File: src/rtl/inch_pkg.sv
// Shared widths, flit-type codes and VC state encoding for the router input channel.
package inch_pkg;

    localparam int DATAW = 31;
    localparam int VCHW  = 0;
    localparam int PORTW = 2;
    localparam int PORT  = 4;

    typedef logic [DATAW:0] flit_t;
    typedef logic [1:0]     ftype_t;
    typedef logic [PORTW:0] port_t;
    typedef logic [VCHW:0]  vc_t;

    localparam ftype_t FT_HEAD = 2'b01;
    localparam ftype_t FT_BODY = 2'b00;
    localparam ftype_t FT_TAIL = 2'b10;
    localparam ftype_t FT_HT   = 2'b11;

    typedef enum logic [1:0] {
        VC_IDLE   = 2'd0,
        VC_ROUTED = 2'd1,
        VC_ACTIVE = 2'd2
    } vc_st_e;

    function automatic logic is_head(input ftype_t t);
        return t inside {FT_HEAD, FT_HT};
    endfunction

    function automatic logic is_tail(input ftype_t t);
        return t inside {FT_TAIL, FT_HT};
    endfunction

endpackage

File: src/rtl/inch_fifo.sv
// Per-VC flit FIFO, DEPTH entries (power of two), head visible combinationally.
module inch_fifo
    import inch_pkg::*;
#(
    parameter int DEPTH = 4
) (
    input  logic  clk,
    input  logic  rst_,
    input  logic  push,
    input  logic  pop,
    input  flit_t data,
    output flit_t head,
    output logic  empty,
    output logic  full
);

    localparam int AW = $clog2(DEPTH);

    flit_t         r_mem [DEPTH];
    logic [AW-1:0] r_wr;
    logic [AW-1:0] r_rd;
    logic [AW:0]   r_cnt;

    always_ff @(posedge clk) begin
        if (push) begin
            r_mem[r_wr] <= data;
        end
    end

    // Pointers wrap naturally because DEPTH is a power of two.
    always_ff @(posedge clk or posedge rst_) begin
        if (rst_) begin
            r_wr  <= '0;
            r_rd  <= '0;
            r_cnt <= '0;
        end else begin
            if (push) begin
                r_wr <= r_wr + 1'b1;
            end
            if (pop) begin
                r_rd <= r_rd + 1'b1;
            end
            if (push && !pop) begin
                r_cnt <= r_cnt + 1'b1;
            end else if (pop && !push) begin
                r_cnt <= r_cnt - 1'b1;
            end
        end
    end

    assign head  = r_mem[r_rd];
    assign empty = (r_cnt == '0);
    assign full  = (r_cnt == (AW+1)'(DEPTH));

endmodule

File: src/rtl/inch.sv
// Router input channel: per-VC FIFOs, VC FSMs, round-robin VC select, grant decode, credits.
// Define INCH_OVF_CHK_EN to enable the sticky overflow check (ovf_err).
module inch
    import inch_pkg::*;
#(
    parameter int DEPTH = 4,
    parameter int VCH   = 2
) (
    input  logic           clk,
    input  logic           rst_,
    input  logic [DATAW:0] idata,
    input  logic           ivalid,
    input  logic [VCHW:0]  ivch,
    output logic [DATAW:0] odata,
    output logic           ovalid,
    output logic [VCHW:0]  ovch,
    output logic [PORTW:0] port,
    output logic           req,
    input  logic [PORT:0]  grt,
    output logic           ocredit,
    output logic [VCHW:0]  ocredit_vc,
    output logic           ovf_err
);

    localparam int GW = 2 ** (PORTW + 1);

    flit_t          w_head   [VCH];
    vc_st_e         r_st     [VCH];
    vc_st_e         w_st_nxt [VCH];
    port_t          r_port_q [VCH];
    logic [VCH-1:0] w_empty;
    logic [VCH-1:0] w_full;
    logic [VCH-1:0] w_wr;
    logic [VCH-1:0] w_push;
    logic [VCH-1:0] w_pop;
    logic [VCH-1:0] w_elig;
    vc_t            r_rr;
    vc_t            r_cur;
    vc_t            w_sel;
    vc_t            w_idx;
    logic           w_sel_vld;
    logic           w_req;
    logic           w_gnt;
    logic           w_tail;
    logic [GW-1:0]  w_grt;
    logic           r_credit;
    vc_t            r_credit_vc;

    for (genvar v = 0; v < VCH; v++) begin : g_vc
        assign w_wr[v] = ivalid && (ivch == vc_t'(v));
`ifdef INCH_OVF_CHK_EN
        assign w_push[v] = w_wr[v] && (!w_full[v] || w_pop[v]);
`else
        assign w_push[v] = w_wr[v];
`endif
        assign w_pop[v]  = w_gnt && (w_sel == vc_t'(v));
        assign w_elig[v] = (r_st[v] != VC_IDLE) && !w_empty[v];

        inch_fifo #(
            .DEPTH (DEPTH)
        ) u_fifo (
            .clk   (clk),
            .rst_  (rst_),
            .push  (w_push[v]),
            .pop   (w_pop[v]),
            .data  (idata),
            .head  (w_head[v]),
            .empty (w_empty[v]),
            .full  (w_full[v])
        );
    end

    always_ff @(posedge clk or posedge rst_) begin
        if (rst_) begin
            for (int v = 0; v < VCH; v++) begin
                r_st[v]     <= VC_IDLE;
                r_port_q[v] <= '0;
            end
        end else begin
            for (int v = 0; v < VCH; v++) begin
                r_st[v] <= w_st_nxt[v];
                if (r_st[v] == VC_IDLE && w_st_nxt[v] == VC_ROUTED) begin
                    r_port_q[v] <= w_head[v][PORTW:0];
                end
            end
        end
    end

    // A VC only leaves IDLE on a head flit; stray body/tail flits stall it.
    always_comb begin
        for (int v = 0; v < VCH; v++) begin
            w_st_nxt[v] = r_st[v];
            unique case (r_st[v])
                VC_IDLE: begin
                    if (!w_empty[v] && is_head(w_head[v][DATAW:DATAW-1])) begin
                        w_st_nxt[v] = VC_ROUTED;
                    end
                end
                VC_ROUTED: begin
                    if (w_pop[v]) begin
                        w_st_nxt[v] = is_tail(w_head[v][DATAW:DATAW-1])
                                    ? VC_IDLE : VC_ACTIVE;
                    end
                end
                VC_ACTIVE: begin
                    if (w_pop[v] && is_tail(w_head[v][DATAW:DATAW-1])) begin
                        w_st_nxt[v] = VC_IDLE;
                    end
                end
                default: w_st_nxt[v] = VC_IDLE;
            endcase
        end
    end

    // Hold the current VC for the whole packet; otherwise search from r_rr.
    always_comb begin
        w_sel     = r_rr;
        w_sel_vld = 1'b0;
        w_idx     = r_rr;
        if (r_st[r_cur] == VC_ACTIVE) begin
            w_sel     = r_cur;
            w_sel_vld = 1'b1;
        end else begin
            for (int i = VCH - 1; i >= 0; i--) begin
                w_idx = r_rr + vc_t'(i);
                if (w_elig[w_idx]) begin
                    w_sel     = w_idx;
                    w_sel_vld = 1'b1;
                end
            end
        end
    end

    always_comb begin
        w_grt         = '0;
        w_grt[PORT:0] = grt;
    end

    assign w_req  = w_sel_vld && !w_empty[w_sel];
    assign port   = w_req ? r_port_q[w_sel] : '0;
    assign w_gnt  = w_req && w_grt[port];
    assign w_tail = is_tail(w_head[w_sel][DATAW:DATAW-1]);

    assign req    = w_req;
    assign ovalid = w_gnt;
    assign odata  = w_gnt ? w_head[w_sel] : '0;
    assign ovch   = w_gnt ? w_sel : '0;

    always_ff @(posedge clk or posedge rst_) begin
        if (rst_) begin
            r_rr        <= '0;
            r_cur       <= '0;
            r_credit    <= 1'b0;
            r_credit_vc <= '0;
        end else begin
            r_cur       <= w_sel;
            r_credit    <= w_gnt;
            r_credit_vc <= w_gnt ? w_sel : '0;
            if (w_gnt && w_tail) begin
                r_rr <= w_sel + 1'b1;
            end
        end
    end

    assign ocredit    = r_credit;
    assign ocredit_vc = r_credit_vc;

`ifdef INCH_OVF_CHK_EN
    logic r_ovf;

    // A push to a full VC that is popped in the same cycle is not an overflow.
    always_ff @(posedge clk or posedge rst_) begin
        if (rst_) begin
            r_ovf <= 1'b0;
        end else if (|(w_wr & w_full & ~w_pop)) begin
            r_ovf <= 1'b1;
        end
    end

    assign ovf_err = r_ovf;
`else
    logic w_unused_full;
    assign w_unused_full = |w_full;
    assign ovf_err       = 1'b0;
`endif

endmodule

File: config.mk
export PLATFORM = sky130hd
export DESIGN_NAME = inch
export DESIGN_NICKNAME = d
export VERILOG_FILES = /design/src/rtl/inch_pkg.sv /design/src/rtl/inch_fifo.sv /design/src/rtl/inch.sv
export SDC_FILE = /design/constraint.sdc
export NUM_CORES = 1
export LEC_CHECK = 0
export BUFFER_PORTS_ARGS = -buffer_cell sky130_fd_sc_hd__buf_2
export CORE_MARGIN = 4
export CORE_UTILIZATION = 55
export DETAILED_ROUTE_END_ITERATION = 8
export HOLD_SLACK_MARGIN = 0.08
export MAX_ROUTING_LAYER = met4
export PLACE_DENSITY_LB_ADDON = 0.05
export SETUP_SLACK_MARGIN = 0.3
export SLEW_MARGIN = 25
export SYNTH_ARGS = -nofsm -noshare
export SYNTH_HDL_FRONTEND = slang
export SYNTH_SLANG_ARGS = --single-unit
File: constraint.sdc
create_clock -name clk -period 4.5 [get_ports clk]
set_input_delay 0 -clock clk [delete_from_list [all_inputs] [get_ports clk]]
set_output_delay 0 -clock clk [all_outputs]
set_load 0.05 [all_outputs]
---- Word level (Yosys, flattened, before mapping) ----
Memories as Yosys holds them, arrays and structs flattened.
Cells that the tools add are included.
word-level totals
  flip-flop bits (word level) ............. 28
  bits in writable memories ............... 256
  input port bits ......................... 41
  output and inout port bits .............. 41
  word-level logic and storage cells ...... 134
  memories ................................ 2
memories
  memory                depth  width  rd ports  clocked after Yosys merged registers in  wr ports  RTL line         text
  g_vc[0].u_fifo.r_mem  4      32     1         0                                        1         inch_fifo.sv:19  flit_t r_mem [DEPTH];
  g_vc[1].u_fifo.r_mem  4      32     1         0                                        1         inch_fifo.sv:19
cells by class
  add/sub/neg operators ................... 10
  order comparisons ....................... 6
  eq/ne operators ......................... 15
  mux-type cells .......................... 44
  bitwise gates (word level) .............. 4
  reductions and logical operators ........ 39
operators with widths
  operator               number
  $mux W32               4
  $mux W3                8
  $mux W2                11
  $logic_and A1 B1 Y1    19
  $eq A2 B2 Y1 const B   9
  $mux W1                18
  $reduce_bool A2 Y1     9
  $eq A2 B1 Y1 const B   6
  $pmux W2 S3            2
  $add A2 B1 Y2 const B  4
  $logic_not A1 Y1       7
  $add A3 B1 Y3 const B  2
  $logic_not A3 Y1       2
  $lt A1 B2 Y1 const B   3
  $sub A3 B1 Y3 const B  2
  $ge A2 B2 Y1 const B   2
  $logic_not A2 Y1       2
  $lt A3 B4 Y1 const B   1
  $not A1 Y2             2
  $bmux W1 S3            1
  $add A1 B1 Y1 const B  2
  $not A1 Y1             2

---- Depth between registers and ports, before layout ----
Gate-level depths: netlist of the first run.
  depth after elaboration ................. 22
  depth in mapped cells ................... 15
  mapped depth without buffers ............ 15

---- Modules after synthesis ----
A second synthesis of the first run with hierarchy kept.
unflattened totals
  cells, all modules ...................... 623
  area, all modules ....................... 11,566.1 um2
by module, submodules not included
  module     instances  cells an instance  area each (um2)  sequential area each (um2)
  inch_fifo  2          203                5,063.6          4,018.9
  inch       1          217                1,438.9          350.3

---- Worst setup path after synthesis of the first run ----
OpenSTA, ideal clock, no wires.
  kind .................................... register -> register
  start ................................... reg g_vc[1].u_fifo.r_cnt[0]
  end ..................................... reg g_vc[1].u_fifo.r_cnt[1]
  setup time .............................. 0.125 ns
  arrival ................................. 3.665 ns
  required time ........................... 4.375 ns
  slack ................................... 0.710 ns
  stages on the path, launching flop included .. 14
  buffers on the path ..................... 0
  clock period less this slack ............ 3.790 ns
  path through ............................ dfrtp_1 o32a_1 maj3_2 a21oi_2 a32oi_1 inv_2 o21a_1 a22oi_4 a21oi_2 inv_1 ha_1 inv_1 fa_1 mux2_2
on the way
  word-level cells in the longest chain between the ends .. 20
  elaborated cells on any way between the ends .. 34
  those cells by class .................... add/sub: 2; mux: 20; bitwise: 1; reduce/logical: 11
ends and longest elaborated chain
  element                                                      RTL line                  text
  start: declaration                                           inch_fifo.sv:22           logic [AW:0] r_cnt;
  start signal: assignment                                     inch_fifo.sv:44           r_cnt <= r_cnt + 1'b1;
  start signal: assignment                                     inch_fifo.sv:46           r_cnt <= r_cnt - 1'b1;
  $logic_not A3 Y1 *                                           inch_fifo.sv:52           assign empty = (r_cnt == '0);
  $logic_not A1 Y1                                             inch.sv:57                assign w_elig[v] = (r_st[v] != VC_IDLE) && !w_empty[v];
  $logic_and A1 B1 Y1                                          inch.sv:57
  $mux W1 (implied by the code) (2 in a row)                   inch.sv:126               if (w_elig[w_idx]) begin
  $mux W1 (2 in a row)                                         inch.sv:126
  $mux W1                                                      inch.sv:120               if (r_st[r_cur] == VC_ACTIVE) begin
  $not A1 Y2 (implied by the code) or $mux W1 (tied branches)  inch.sv:140, inch.sv:139
  $mux W3 (implied by the code) or $mux W1 (tied branches)     inch.sv:140, inch.sv:139
  [3 not listed]                                               --
  via port[1]                                                  inch.sv:17                output logic [PORTW:0] port,
  $bmux W1 S3 *                                                inch.sv:141               assign w_gnt = w_req && w_grt[port];
  $mux W1 (implied by the code) *                              inch.sv:141
  $logic_and A1 B1 Y1 *                                        inch.sv:141
  $logic_and A1 B1 Y1 *                                        inch.sv:56                assign w_pop[v] = w_gnt && (w_sel == vc_t'(v));
  $logic_not A1 Y1                                             inch_fifo.sv:43           if (push && !pop) begin
  $logic_and A1 B1 Y1                                          inch_fifo.sv:43
  $mux W3 or $reduce_bool A2 Y1 (tied branches)                --
The timed path passes the listed nets; every way through them passes the cells marked *. The select of a mux whose other input is x is not followed.
A chain may end at the register's enable or synchronous reset.

---- Final worst setup path of the first run ----
  start ................................... reg g_vc[1].u_fifo.r_cnt[0]
  end ..................................... out odata[0]
on the way
  word-level cells in the longest chain between the ends .. 17
  elaborated cells on any way between the ends .. 29
  those cells by class .................... mux: 22; bitwise: 1; reduce/logical: 6
ends and longest elaborated chain
  element                                                               RTL line                               text
  $logic_not A3 Y1 *                                                    inch_fifo.sv:52
  $logic_not A1 Y1                                                      inch.sv:57
  $logic_and A1 B1 Y1                                                   inch.sv:57
  $mux W1 (implied by the code) (2 in a row)                            inch.sv:126
  $mux W1 (2 in a row)                                                  inch.sv:126
  $mux W1                                                               inch.sv:120
  $not A1 Y2 (implied by the code) or $mux W1 (tied branches)           inch.sv:140, inch.sv:146, inch.sv:139
  $mux W3 (implied by the code) or $mux W1 (tied branches)              inch.sv:140, inch.sv:139
  $mux W3 (implied by the code) or $logic_not A1 Y1 (tied branches)     inch.sv:140, inch.sv:139
  $mux W3 (implied by the code) or $logic_and A1 B1 Y1 (tied branches)  inch.sv:140, inch.sv:139
  $mux W3                                                               inch.sv:140                            assign port = w_req ? r_port_q[w_sel] : '0;
  $bmux W1 S3                                                           inch.sv:141
  $mux W1 (implied by the code)                                         inch.sv:141
  $logic_and A1 B1 Y1                                                   inch.sv:141
  $mux W32 *                                                            inch.sv:146                            assign odata = w_gnt ? w_head[w_sel] : '0;
  end: declaration                                                      inch.sv:14                             output logic [DATAW:0] odata,
Every way passes the cells marked *; elsewhere a longest branch is shown, timed or not. The select of a mux whose other input is x is not followed.

==> results.sh, run 1 <==
export IMPL_status="complete, no violations"
export IMPL_maxCapViolCount=0
export IMPL_ant_nets=0
export IMPL_setup_viol=0
export IMPL_grt_first_pass_wirelength_mm=36.8
export IMPL_finalWirelength_mm=23.4
export IMPL_die_h_um=153
export IMPL_crit_path_max_fanout=35
export IMPL_synth_fp_nets=661
export IMPL_rows=52
export IMPL_path_delay_family="compound AO/OA/AOI/OAI gates"
export IMPL_antenna_found_initial=0
export IMPL_ys_warn_count=0
export IMPL_nNetsFinal=794
export IMPL_h_tree_depth=1
export IMPL_route_detailed_drc=0
export IMPL_numCtsBuffers=29
export IMPL_postSynthAreaPerCell_um2=19.0
export IMPL_setup_tns_ps=0
export IMPL_drv_slew=0
export IMPL_dr_pass1_iters=4
export IMPL_die_w_um=153
export IMPL_synthTopCellsByArea="edfxtp_1 67%, mux4_2 12%, dfrtp_1 6.1%"
export IMPL_ys_types=53
export IMPL_ff2ff_path_depth=14
export IMPL_overflow=0
export IMPL_crit_type="register to output port"
export IMPL_cts_tree="built"
export IMPL_grt_use_total=0.212
export IMPL_cp_buffers_inverters=2
export IMPL_seq_area_um2=8390
export IMPL_via_count=5911
export IMPL_met3_usage=0.0305
export IMPL_relSlewSlack=0.328
export IMPL_hold_class="primary input to async pin"
export IMPL_syn_area_um2=11600
export IMPL_clock_sinks=284
export IMPL_fin_crit_sh=0.863
export IMPL_synth_top_area_share=0.665
export IMPL_max_stage_delay_ps=680
export IMPL_avgRoutedWirePerCell_um=22.6
export IMPL_coreArea_um2=20400
export IMPL_timing_final_crit_period_ps=3880
export IMPL_cp_cell_sequence="o32ai_1 > o2111ai_1 > and3_1 > a32oi_1 > inv_2 > o21a_1 > a22oi_4 > and2_4 > a21oi_1 > buf_2"
export IMPL_end_kind="output port"
export IMPL_multiInputGateArea_um2=2930
export IMPL_clock_latency_ps=550
export IMPL_postSynthCellCount=608
export IMPL_clk_pin_slew_ps=60
export IMPL_crit_required_ps=4500
export IMPL_fillers=1441
export IMPL_drt_iter0_drc=412
export IMPL_slowest_stage="and2_4"
export IMPL_grt_use_met1=0.293
export IMPL_r2r_start="g_vc[0].u_fifo.r_cnt[0]$_DFFE_PP0P_"
export IMPL_clock_path_buffers=3
export IMPL_io_buffers=80
export IMPL_ios=82
export IMPL_synth_edf_count=256
export IMPL_start_util=0.566
export IMPL_hold_viol=0
export IMPL_drive_above_1_share=0.347
export IMPL_start_kind="register"
export IMPL_finClkSkew_ps=13.0
export IMPL_crit_arrival_ps=3880
export IMPL_worstMarginPinSlew_ps=1010
export IMPL_grt_max_degree=36
export IMPL_root_buffer="clkbuf_16"
export IMPL_finalNonFillerCells=1034
export IMPL_synth_top_area_cell="edfxtp_1"
export IMPL_r2r_setup_slack_ps=810
export IMPL_busiest_layer="met2"
export IMPL_synth_seq_cells=284
export IMPL_dp_hpwl_mm=13.0
export IMPL_r2r_end="g_vc[0].u_fifo.r_cnt[2]$_DFFE_PP0P_"
export IMPL_seq_area_frac_synth=0.726
export IMPL_use_met2=0.344
export IMPL_die_area_um2=23400
export IMPL_gp_congestion=0.900
export IMPL_diodes=0
export IMPL_synth_ff_type="edfxtp_1"
export IMPL_grt_setup_unrepaired="no"
export IMPL_dp_cells=943
export IMPL_area_growth_syn_to_layout_pct=17.4
export IMPL_vias_per_cell=5.72
export IMPL_fmax_mhz=257
export IMPL_async_reset_ff_frac=0.0986
export IMPL_grt_pass1_vias=6242
[per-layer routing]
metal | vias to the layer above | wire length [um]
met1 | 3038 | 10000
li1 | 2668 | -
met2 | 168 | 11600
met3 | 37 | 1290
met4 | 0 | 432
met5 | - | 0
[worst max path at each step]
stage | from | to | slack [ps] | cells after the start
2_1_floorplan | g_vc[1].u_fifo.r_cnt[0]$_DFFE_PP0P_ | g_vc[1].u_fifo.r_cnt[1]$_DFFE_PP0P_ | 710 | 13
3_3_place_gp | g_vc[0].u_fifo.r_cnt[0]$_DFFE_PP0P_ | g_vc[0].u_fifo.r_cnt[2]$_DFFE_PP0P_ | 990 | 14
3_5_place_dp | g_vc[0].u_fifo.r_cnt[0]$_DFFE_PP0P_ | g_vc[0].u_fifo.r_cnt[2]$_DFFE_PP0P_ | 850 | 14
4_1_cts | g_vc[0].u_fifo.r_cnt[0]$_DFFE_PP0P_ | odata[0] | 610 | 9
5_1_grt | g_vc[1].u_fifo.r_cnt[0]$_DFFE_PP0P_ | odata[0] | 390 | 10
6_report | g_vc[1].u_fifo.r_cnt[0]$_DFFE_PP0P_ | odata[0] | 620 | 10
[final cells by class]
type                    instances  share of cell area
clock inverters                17              0.0129
flip-flops and latches        284               0.619
well taps                     270              0.0249
repair buffers                132              0.0664
clock buffers                  37              0.0564
multi-input cells             277               0.216
inverters                      17             0.00470
[cell usage in the layout (no fill, tap or decap), drive strengths merged, types with 4 or more instances in the layout]
cell type	instances
edfxtp	256
buf	96
nand2	71
mux4	64
a21oi	41
clkbuf	37
dlygate4sd3	36
dfrtp	28
inv	17
clkinv	12
nor2	10
ha	10
mux2	9
xor2	7
o21ai	7
and2	6
xnor2	5
and3	5
nand2b	4
o21a	4
[kinds of logic (layout without fill, tap and decap cells)]
kind of cell | after synthesis | in the layout | share of synthesized area
mux | 73 | 73 | 0.134
buf+inv | 47 | 203 | 0.0208
compound gates | 69 | 69 | 0.0510
flops | 284 | 284 | 0.726
fa+ha+maj | 14 | 14 | 0.0162
other cells | 1 | 1 | 0.000324
simple gates | 108 | 108 | 0.0431
xor+xnor | 12 | 12 | 0.00909
[cell usage after synthesis (all sizes together), types with 2 or more instances]
| cell type | number |
|---|---|
| a32oi | 3 |
| nor3 | 2 |
| nor2 | 10 |
| o32ai | 3 |
| o21ai | 7 |
| fa | 2 |
| mux2 | 9 |
| o21a | 4 |
| ha | 10 |
| buf | 9 |
| clkbuf | 21 |
| nand2b | 4 |
| a21oi | 41 |
| nand3 | 3 |
| nand2 | 71 |
| inv | 16 |
| and4bb | 2 |
| maj3 | 2 |
| or3 | 2 |
| dfrtp | 28 |
| edfxtp | 256 |
| xor2 | 7 |
| xnor2 | 5 |
| mux4 | 64 |
| and2 | 6 |
| o32a | 2 |
| and3 | 5 |
| nor2b | 2 |
[through the flow]
stage	instance area, um^2	worst slack (ps)	hold WS, ps	utilization
final	13600	615	75.0	0.664
after global routing	13600	387	126	0.664
after detailed placement	12200	851	113	0.599
after global placement	12200	989	256	0.599
after floorplan	11600	710	65.4	-
after CTS	13500	609	94.7	0.663
[flip-flops by register name, indices dropped and copies added (netlist names)]
name	count
g_vc.u_fifo.r_mem	256
g_vc.u_fifo.r_cnt	6
r_port_q	6
g_vc.u_fifo.r_rd	4
g_vc.u_fifo.r_wr	4
r_st	4
ocredit	1
ocredit_vc	1
r_cur	1
r_rr	1
[repair_timing]
item,in CTS,in global routing
hold buffers,36,0
gates resized for setup,0,0
buffers inserted,0,0
hold endpoints to repair,288,0
[worst min-delay path: stages]
cell           delay (ps)
dlygate4sd3_1         530
buf_2                 120
inv_2                 440
Power of run 1 is left out: the tool's default activity adds up to more than one toggle a clock period on the data nets, which glitch-free logic cannot reach.
==> run 2: changes to the inputs <==
==> constraint.sdc (replaced) <==
create_clock -name clk -period 4.5 [get_ports clk]
set_input_delay 0.9 -clock clk [delete_from_list [all_inputs] [get_ports clk]]
set_output_delay 0.9 -clock clk [all_outputs]
set_load 0.05 [all_outputs]
==> run 2 against run 1 <==
Net effect:
- utilization rose by 1.9 points
- cell area rose by 2.9%
- critical path type unchanged
- final cell count fell by 0.58%
- highest routed layer unchanged
- clock-buffer cell count fell by 7
==> results.sh, run 2 (synthesis results as in run 1) <==
export IMPL_io_buffers=80
export IMPL_overflow=0
export IMPL_rows=52
export IMPL_avgRoutedWirePerCell_um=23.2
export IMPL_setup_viol=0
export IMPL_dp_worst_setup_slack_ps=501
export IMPL_finClkSkew_ps=19.4
export IMPL_crit_path_max_fanout=7
export IMPL_clock_latency_ps=550
export IMPL_clock_sinks=284
export IMPL_ctsHoldBuffers=0
export IMPL_dp_hpwl_mm=13.5
export IMPL_clock_path_buffers=3
export IMPL_final_common_cell="edfxtp_1"
export IMPL_die_w_um=153
export IMPL_finalInstanceArea_um2=14000
export IMPL_fmax_mhz=234
export IMPL_crit_required_ps=3600
export IMPL_start_kind="register"
export IMPL_grt_setup_unrepaired="yes"
export IMPL_worstMarginPinSlew_ps=1030
export IMPL_drt_iter0_drc=345
export IMPL_grt_first_pass_wirelength_mm=37.3
export IMPL_dr_pass1_iters=5
export IMPL_setup_ws_ps=219
export IMPL_timing_final_crit_period_ps=4280
export IMPL_end_kind="output port"
export IMPL_crit_type="register to output port"
export IMPL_setup_tns_ps=0
export IMPL_fillers=1356
export IMPL_drv_slew=0
export IMPL_area_growth_syn_to_layout_pct=20.8
export IMPL_path_delay_family="compound AO/OA/AOI/OAI gates"
export IMPL_final_cell_mix="256 x edfxtp_1, 71 x nand2_1, 64 x mux4_2, 51 x buf_2, 33 x buf_4"
export IMPL_cp_cell_sequence="o32a_1 > maj3_2 > a21oi_4 > a32oi_2 > inv_2 > o21a_1 > a22oi_4 > and2_4 > buf_6 > buf_12 > a21oi_2 > buf_6"
export IMPL_top_regs="g_vc.u_fifo.r_mem (256), g_vc.u_fifo.r_cnt (6), r_port_q (6)"
export IMPL_relSlewSlack=0.315
export IMPL_ios=82
export IMPL_hold_viol=0
export IMPL_start_util=0.566
export IMPL_coreArea_um2=20400
export IMPL_r2r_start="g_vc[1].u_fifo.r_cnt[2]$_DFFE_PP0P_"
export IMPL_die_h_um=153
export IMPL_maxCapViolCount=0
export IMPL_clk_pin_slew_ps=60
export IMPL_cp_buffers_inverters=4
export IMPL_antenna_found_initial=2
export IMPL_grt_pass1_vias=6213
export IMPL_finalWirelength_mm=23.9
export IMPL_die_area_um2=23400
export IMPL_cp_common_cell="buf_6"
export IMPL_place_area_um2=12300
export IMPL_grt_use_total=0.214
export IMPL_nNetsFinal=785
export IMPL_largest_register_ffs=256
export IMPL_status="complete, no violations"
export IMPL_root_buffer="clkbuf_16"
export IMPL_grt_max_degree=34
export IMPL_crit_arrival_ps=3380
export IMPL_r2r_setup_slack_ps=750
export IMPL_route_detailed_drc=0
export IMPL_numCtsBuffers=30
export IMPL_fin_crit_sh=0.951
export IMPL_top_register="g_vc.u_fifo.r_mem"
export IMPL_ant_nets=0
export IMPL_slowest_stage="dfrtp_2"
export IMPL_vias_per_cell=5.83
export IMPL_via_count=5989
export IMPL_h_tree_depth=1
export IMPL_hold_class="primary input to async pin"
export IMPL_gp_congestion=0.840
export IMPL_cts_tree="built"
export IMPL_drive_above_1_share=0.406
export IMPL_max_stage_delay_ps=450
export IMPL_cp_startpoint="g_vc[1].u_fifo.r_cnt[2]$_DFFE_PP0P_"
## run 2: cell type report
| type | count | area [um^2] | area share |
|---|---|---|---|
| Timing Repair Buffer | 122 | 996 | 0.0713 |
| Clock buffer | 30 | 751 | 0.0538 |
| Sequential cell | 284 | 8400 | 0.602 |
| Inverter | 17 | 68.8 | 0.00493 |
| Multi-Input combinational cell | 277 | 3160 | 0.226 |
| Tap cell | 270 | 338 | 0.0242 |
| Antenna cell | 2 | 5.00 | 0.000359 |
| Clock inverter | 26 | 243 | 0.0174 |
## run 2: worst reg2reg max path, cell delays in order, from the launching register on
cell	delay, ps
dfrtp_2	450
o32a_1	390
maj3_2	360
a21oi_4	260
a32oi_2	120
and4bb_2	290
o31ai_1	330
a21oi_1	220
inv_1	100
ha_1	180
inv_1	80
fa_1	450
xor2_1	160
nor2_1	130
xor2_1	160
## run 2: stage by stage
stage / cells / hold slack (ps) / utilization
floorplan: 608 / 471 / -
global placement: 947 / 469 / 0.601
detailed placement: 947 / 472 / 0.601
CTS: 1020 / 430 / 0.670
global route: 1028 / 476 / 0.683
finish: 1028 / 433 / 0.683
## run 2: final timing paths
path	endpoint	cells after the start
hold / removal	g_vc[0].u_fifo.r_cnt[2]$_DFFE_PP0P_	2
min in group clk	g_vc[1].u_fifo.r_rd[0]$_DFFE_PP0P_	1
hold reg to reg	g_vc[1].u_fifo.r_rd[0]$_DFFE_PP0P_	1
setup / recovery	odata[10]	12
max in group asynchronous	g_vc[0].u_fifo.r_rd[0]$_DFFE_PP0P_	2
setup reg to reg	g_vc[0].u_fifo.r_cnt[2]$_DFFE_PP0P_	14
## run 2: timing repair
action	in CTS	in global routing
gates cloned	1	1
buffers inserted	16	5
pin swaps	13	11
gates resized for setup	63	43
setup endpoints to repair	34	34
## run 2: metal layers
metal  track usage  wire, um  vias up
met3        0.0322      1210       32
met1         0.298     10200     3144
met2         0.347     12100      159
met4        0.0403       386        0
met5             -         0        -
li1              -         -     2654
Power of run 2 is left out for the same reason.
